<file path="src/rtl/accum_bank.sv">
`default_nettype none
// ============================================================================
// Module   : accum_bank
// Purpose  : Bank of NUM_CH accumulators with load/add/inc/clear commands,
//            sticky per-channel overflow, zero flags and a registered read port.
// Revision : 1.0
// ============================================================================
module accum_bank #(
  parameter int DATA_WIDTH = 16,
  parameter int NUM_CH     = 4,
  parameter int SAT_EN     = 0,
  localparam int CH_W      = $clog2(NUM_CH)
) (
  input  logic                  clk,
  input  logic                  rst_n,
  input  logic [CH_W-1:0]       ch_sel,
  input  logic                  we,
  input  logic                  add,
  input  logic                  inc,
  input  logic                  clr,
  input  logic                  clr_all,
  input  logic [DATA_WIDTH-1:0] data_in,
  input  logic [CH_W-1:0]       rd_sel,
  output logic [DATA_WIDTH-1:0] rd_data,
  output logic [NUM_CH-1:0]     z,
  output logic [NUM_CH-1:0]     ovf
);

  localparam logic SAT = (SAT_EN != 0);

  logic [NUM_CH-1:0][DATA_WIDTH-1:0] ch_q;
  logic [NUM_CH-1:0][DATA_WIDTH-1:0] ch_d;
  logic [NUM_CH-1:0]                 ovf_d;
  logic [NUM_CH-1:0]                 z_d;
  logic [DATA_WIDTH-1:0]             rd_d;
  logic [DATA_WIDTH-1:0]             sel_val;
  logic [DATA_WIDTH-1:0]             addend;
  logic [DATA_WIDTH-1:0]             acc_val;
  logic [DATA_WIDTH:0]               sum;

  // Single shared adder: only the selected channel can add/inc in a cycle.
  always_comb begin
    sel_val = '0;
    for (int i = 0; i < NUM_CH; i++) begin
      if (ch_sel == CH_W'(i)) sel_val = ch_q[i];
    end
    addend  = add ? data_in : DATA_WIDTH'(1);
    sum     = {1'b0, sel_val} + {1'b0, addend};
    acc_val = (sum[DATA_WIDTH] && SAT) ? '1 : sum[DATA_WIDTH-1:0];
  end

  // Out-of-range ch_sel matches no channel, so it updates nothing.
  always_comb begin
    ch_d  = ch_q;
    ovf_d = ovf;
    for (int i = 0; i < NUM_CH; i++) begin
      if (clr_all) begin
        ch_d[i]  = '0;
        ovf_d[i] = 1'b0;
      end else if (ch_sel == CH_W'(i)) begin
        if (we) begin
          ch_d[i]  = data_in;
          ovf_d[i] = 1'b0;
        end else if (add || inc) begin
          ch_d[i] = acc_val;
          if (sum[DATA_WIDTH]) ovf_d[i] = 1'b1;
        end else if (clr) begin
          ch_d[i]  = '0;
          ovf_d[i] = 1'b0;
        end
      end
    end
  end

  always_comb begin
    rd_d = '0;
    for (int i = 0; i < NUM_CH; i++) begin
      z_d[i] = (ch_d[i] == '0);
      if (rd_sel == CH_W'(i)) rd_d = ch_q[i];
    end
  end

  always_ff @(posedge clk or negedge rst_n) begin
    if (!rst_n) begin
      ch_q    <= '0;
      ovf     <= '0;
      z       <= '1;
      rd_data <= '0;
    end else begin
      ch_q    <= ch_d;
      ovf     <= ovf_d;
      z       <= z_d;
      rd_data <= rd_d;
    end
  end

endmodule
`default_nettype wire

</file>
<file path="config.mk">
export PLATFORM = sky130hd
export DESIGN_NAME = accum_bank
export DESIGN_NICKNAME = d
export VERILOG_FILES = /design/src/rtl/accum_bank.sv
export SDC_FILE = /design/constraint.sdc
export NUM_CORES = 1
export LEC_CHECK = 0
export CORE_AREA = 3 3 136 105
export CTS_CLUSTER_SIZE = 12
export DETAILED_ROUTE_END_ITERATION = 12
export DIE_AREA = 0 0 139 108
export GPL_TIMING_DRIVEN = 0
export PLACE_DENSITY = 0.66
export SLEW_MARGIN = 40
export SYNTH_ARGS = -nofsm -noshare
export SYNTH_HDL_FRONTEND = slang
export SYNTH_SLANG_ARGS = --single-unit
export TNS_END_PERCENT = 100
</file>
<file path="constraint.sdc">
create_clock -name clk -period 4.05 [get_ports clk]
set_input_delay 1.215 -clock clk [delete_from_list [all_inputs] [get_ports clk]]
set_output_delay 1.215 -clock clk [all_outputs]
set_load 0.005 [all_outputs]
</file>
Word-level counts from Yosys, hierarchy flattened. Index checks and enable logic that the tools add are counted.

Reduce and logical (&&, ||, !) cells: 16. Equal/unequal tests: 7. $add $sub $neg: 1. Muxes and demuxes: 41.

Operators by type and width (count): 16-bit two-way mux (29); 16-bit zero test (4); 16-bit by 16-bit adder with 17-bit output (1); 1-bit two-way mux (12); 3-bit AND reduction (4); 2-bit == test (second input constant) (4); 2-bit nonzero test (4); 2-bit by 1-bit == test with 1-bit output (second input constant) (2); 2-bit zero test (2); 4-bit != test (second input constant) (1); 4-bit nonzero test (1); 1-bit logical OR (1).

Output and inout bits: 24. Bits in registers: 88. Input bits: 27.

Longest topological paths before layout.
Word-level depth: 11. Mapped depth: 14.

Worst setup path before layout. Ideal clock, no wire load.

Path type: input to register. Start: input port ch_sel[0]. End: register z[2]. Setup time: 89 ps. Data required time: 3961 ps. Slack: -1652 ps. Arrival time: 5613 ps. Buffers on the path: 2. Stages: 13. Path through: buf_1 buf_1 mux4_2 ha_1 a21oi_2 or4b_1 a21o_1 o2111ai_2 o22ai_2 or4_1 or4_1 or4b_1 nor4b_2.

RTL lines: from (decl) (RTL line 16) `input logic [CH_W-1:0] ch_sel,`; to (signal assigned) (RTL line 92) `z <= z_d;`; to (decl) (RTL line 25) `output logic [NUM_CH-1:0] z,`.

==> run_results.csv <==
group,metric,value,unit
sta,worst_slew_pin_slew,0.980,ns
routing,route.detailed.drc,0,
worst_setup_path,ff2ff_path_depth,13,
floorplan,initial_core_util,45.2,%
worst_setup_path,cp_max_fo,5,
yosys,synth_top_cell_area_share,35.8,%
pwr,p_sw,0.815,mW
yosys,synth.avg_cell_area,9.55,um2
routing,via_count,5999,
sta,timing.final.crit_share,129,%
cells_and_area,drive_gt1_share,26.0,%
yosys,ys_seq_area_share,37.6,%
clock_network,clkSlewWorstSetupHoldPaths,0.06,ns
placed_design,dp_hpwl,15800,um
run_status,outcome,"complete, but fails checks",
sta,slew_headroom,34.2,%
run,maxCapViolCount,0,
yosys,synthMuxAreaShare,12.5,%
clock_network,cts_buffers,9,
floorplan,die_x,139,um
pwr,swShare,31.7,%
pwr,clockPowerShare,33.3,%
placed_design,portBuffers,47,
worst_setup_path,worstSetupPathType,"in -> reg",
cells_and_area,synthToLayoutAreaGrowth,31.0,%
floorplan,fp.dieH,108,um
floorplan,rows,36,
yosys,synth_most_common_cell,"dfrtp_1",
yosys,synth-compound-area-share,24.9,%
yosys,synth_top_family_by_area,"compound AO/OA/AOI/OAI gates",
worst_hold_path,worstHoldStart,"ovf[2]",
yosys,postSynthCellCount,614,
sta,setup_violations,15,
pwr,p_seq_share,38.1,%
yosys,async_flop_share,100,%
yosys,ys_seq_elements,88,
sta,tns,-6.68,ns
clock_network,cts.sinks,88,
grt,grt_pass1_vias,5862,
pwr,power_leakage,3.20,nW
grt,antenna_found_initial,1,
worst_hold_path,holdPathStages,2,
clock_network,clock_path_buffers,2,
worst_setup_path,worstPathRequired,4.31,ns
routing,first_pass_iters,7,
grt,grt_first_pass_wirelength,34400,um
sta,timing.final.hold_violations,0,
sta,fmax,0.192,GHz
routing,avgRoutedWirePerCell,26.3,um
floorplan,fp.coreArea,13000,um2
routing,wl,23100,um
sta,period_needed,5.21,ns
yosys,synth_cell_type_count,64,
placed_design,gp_congestion,0.945,
grt,grt_usage,30.2,%
worst_setup_path,start_kind,"input pin",
clock_network,clock_latency,0.35,ns
worst_hold_path,hold_end,"ovf[2]",
pwr,power,2.57,mW
worst_setup_path,arrival,5.47,ns
pwr,pwr-share-comb,28.6,%
yosys,synthFlopType,"dfrtp_1",
grt,grt.overflow.total,0,
floorplan,num_io_pins,51,
sta,maxSlewViolCount,0,
routing,dr.first_iter.drc_count,868,
clock_network,tritoncts,"built",
yosys,synth_xor_area_share,1.05,%
pwr,internal_power,1.76,mW
worst_setup_path,r2r_start,"ch_q[48]",
pwr,power_per_cell_area,335,nW/um2
sta,setup_slack,-1.16,ns
yosys,synth_area_leader_cell,"dfrtp_1",
yosys,synth.area.top_cells,"dfrtp_1, mux4_2, a21oi_1",
clock_network,hold_buffers,0,
cells_and_area,antennaDiodeCount,0,
pwr,ir_drop,0.000194,V
cells_and_area,nets,743,
clock_network,cts-root-buf,"clkbuf_16",
clock_network,cts_htree_levels,3,
yosys,synth-simple-area-share,16.6,%
yosys,synthTopCellsByCount,"dfrtp_1, nor2_1, a21oi_1",
yosys,synthesis.nets,658,
worst_setup_path,end_kind,"register",
worst_hold_path,hold_path_class,"reg -> reg",
routing,vias_per_cell,6.86,
sta,hold-worst-slack,0.507,ns
run_status,violations,"setup timing",
yosys,yosysWarnings,0,
floorplan,dieArea,15000,um2
worst_setup_path,r2r-end,"z[0]",
sta,clock_skew,0.00860,ns
grt,grt_start_max_net_pins,50,
yosys,synth_edf_count,0,
yosys,synthAdderAreaFrac,3.76,%
yosys,syn_area,5860,um2
sta,grt_setup_unrepaired,"yes",
worst_setup_path,reg2reg_slack,-0.50,ns
routing,antenna_left,0,
-- through the flow --
| stage | std cells | area [um2] | util, % | setup slack (ns) |
|---|---|---|---|---|
| 2_1_floorplan | 614 | 5960 | - | -1.01 |
| 3_3_place_gp | 832 | 6640 | 51.2 | -2.46 |
| 3_5_place_dp | 833 | 6690 | 51.6 | -2.49 |
| 4_1_cts | 868 | 7440 | 57.3 | -1.12 |
| 5_1_grt | 875 | 7680 | 59.2 | -1.23 |
| 6_report | 875 | 7680 | 59.2 | -1.16 |
-- worst max-delay path, cell delays in order --
cell	delay (ns)
buf_8	0.08
buf_12	0.11
mux4_2	0.56
ha_4	0.20
fa_2	0.35
a211o_1	0.32
a221oi_4	0.34
mux2i_4	0.37
buf_6	0.14
o32ai_4	0.10
or4_4	0.52
or4_4	0.53
nor4_4	0.17
nand4bb_1	0.17
nor4b_2	0.29
-- cell type report --
class / count / area (um2)
Fill cell: 1112 / 5290
Multi-Input combinational cell: 471 / 3970
Sequential cell: 88 / 2210
Timing Repair Buffer: 75 / 724
Clock buffer: 11 / 243
Buffer: 45 / 234
Tap cell: 171 / 214
Clock inverter: 5 / 56.3
Inverter: 9 / 33.8
-- cell families after synthesis --
kind of cell | Yosys count
XOR/XNOR | 7
adder cells (fa/ha/maj) | 17
AND/OR/NAND/NOR | 195
multiplexers | 33
buffers and inverters | 55
flip-flops | 88
AO/OA/AOI/OAI | 219
-- placed cells by master (no fill, tap or decap), types with 5 or more instances in the layout --
master,instances
a21o_1,13
a21oi_1,59
a21oi_2,9
a22oi_1,17
a32oi_1,16
and2_1,16
and3_1,7
buf_1,5
buf_2,6
buf_4,23
clkbuf_1,24
clkbuf_16,9
clkbuf_2,7
clkdlybuf4s50_1,43
dfrtp_1,84
ha_1,10
ha_4,5
inv_1,9
mux4_2,32
nand2_1,33
nand2b_1,13
nand3_1,6
nor2_1,71
nor2b_1,6
nor3_1,6
o21ai_0,21
o21ai_1,6
o21ai_2,10
o22ai_1,5
o32ai_1,5
or4_4,5
-- per-layer routing --
layer	part of all wire (%)	global-route usage, %	vias to the layer above
met2	42	44.6	439
met4	3.4	9.57	2
met5	0.056	0	-
met1	42	42.0	2955
li1	-	-	2527
met3	12	10.7	76
-- flip-flops by register name, summed over array words and instances, names as in the netlist --
name and count:
ch_q 64, ovf 4, rd_data 16, z 4
-- power by group through the flow --
| stage | sequential [mW] | clock [mW] | combinational [mW] |
|---|---|---|---|
| 3_3_place_gp | 0.990 | 0 | 0.571 |
| 3_5_place_dp | 0.993 | 0 | 0.584 |
| 4_1_cts | 0.976 | 0.859 | 0.660 |
| 5_1_grt | 0.984 | 0.896 | 0.774 |
| 6_report | 0.979 | 0.856 | 0.735 |
| 2_1_floorplan | 0.985 | 0 | 0.349 |
-- what timing repair did --
| item | in CTS | in global routing |
|---|---|---|
| setup endpoints to repair | 55 | 37 |
| cloned | 0 | 0 |
| buffers inserted | 19 | 8 |
| pin swaps | 20 | 23 |
| resized for setup | 74 | 43 |
-- how the worst max path moves through the flow --
stage              start  endpoint  slack, ns
6_report       ch_sel[0]      z[0]      -1.16
4_1_cts        ch_sel[0]      z[0]      -1.12
3_3_place_gp   ch_sel[1]      z[0]      -2.46
5_1_grt        ch_sel[0]      z[2]      -1.23
3_5_place_dp   ch_sel[1]      z[0]      -2.49
2_1_floorplan  ch_sel[0]      z[2]      -1.01
Note: power is estimated with default switching activity, not from simulation.
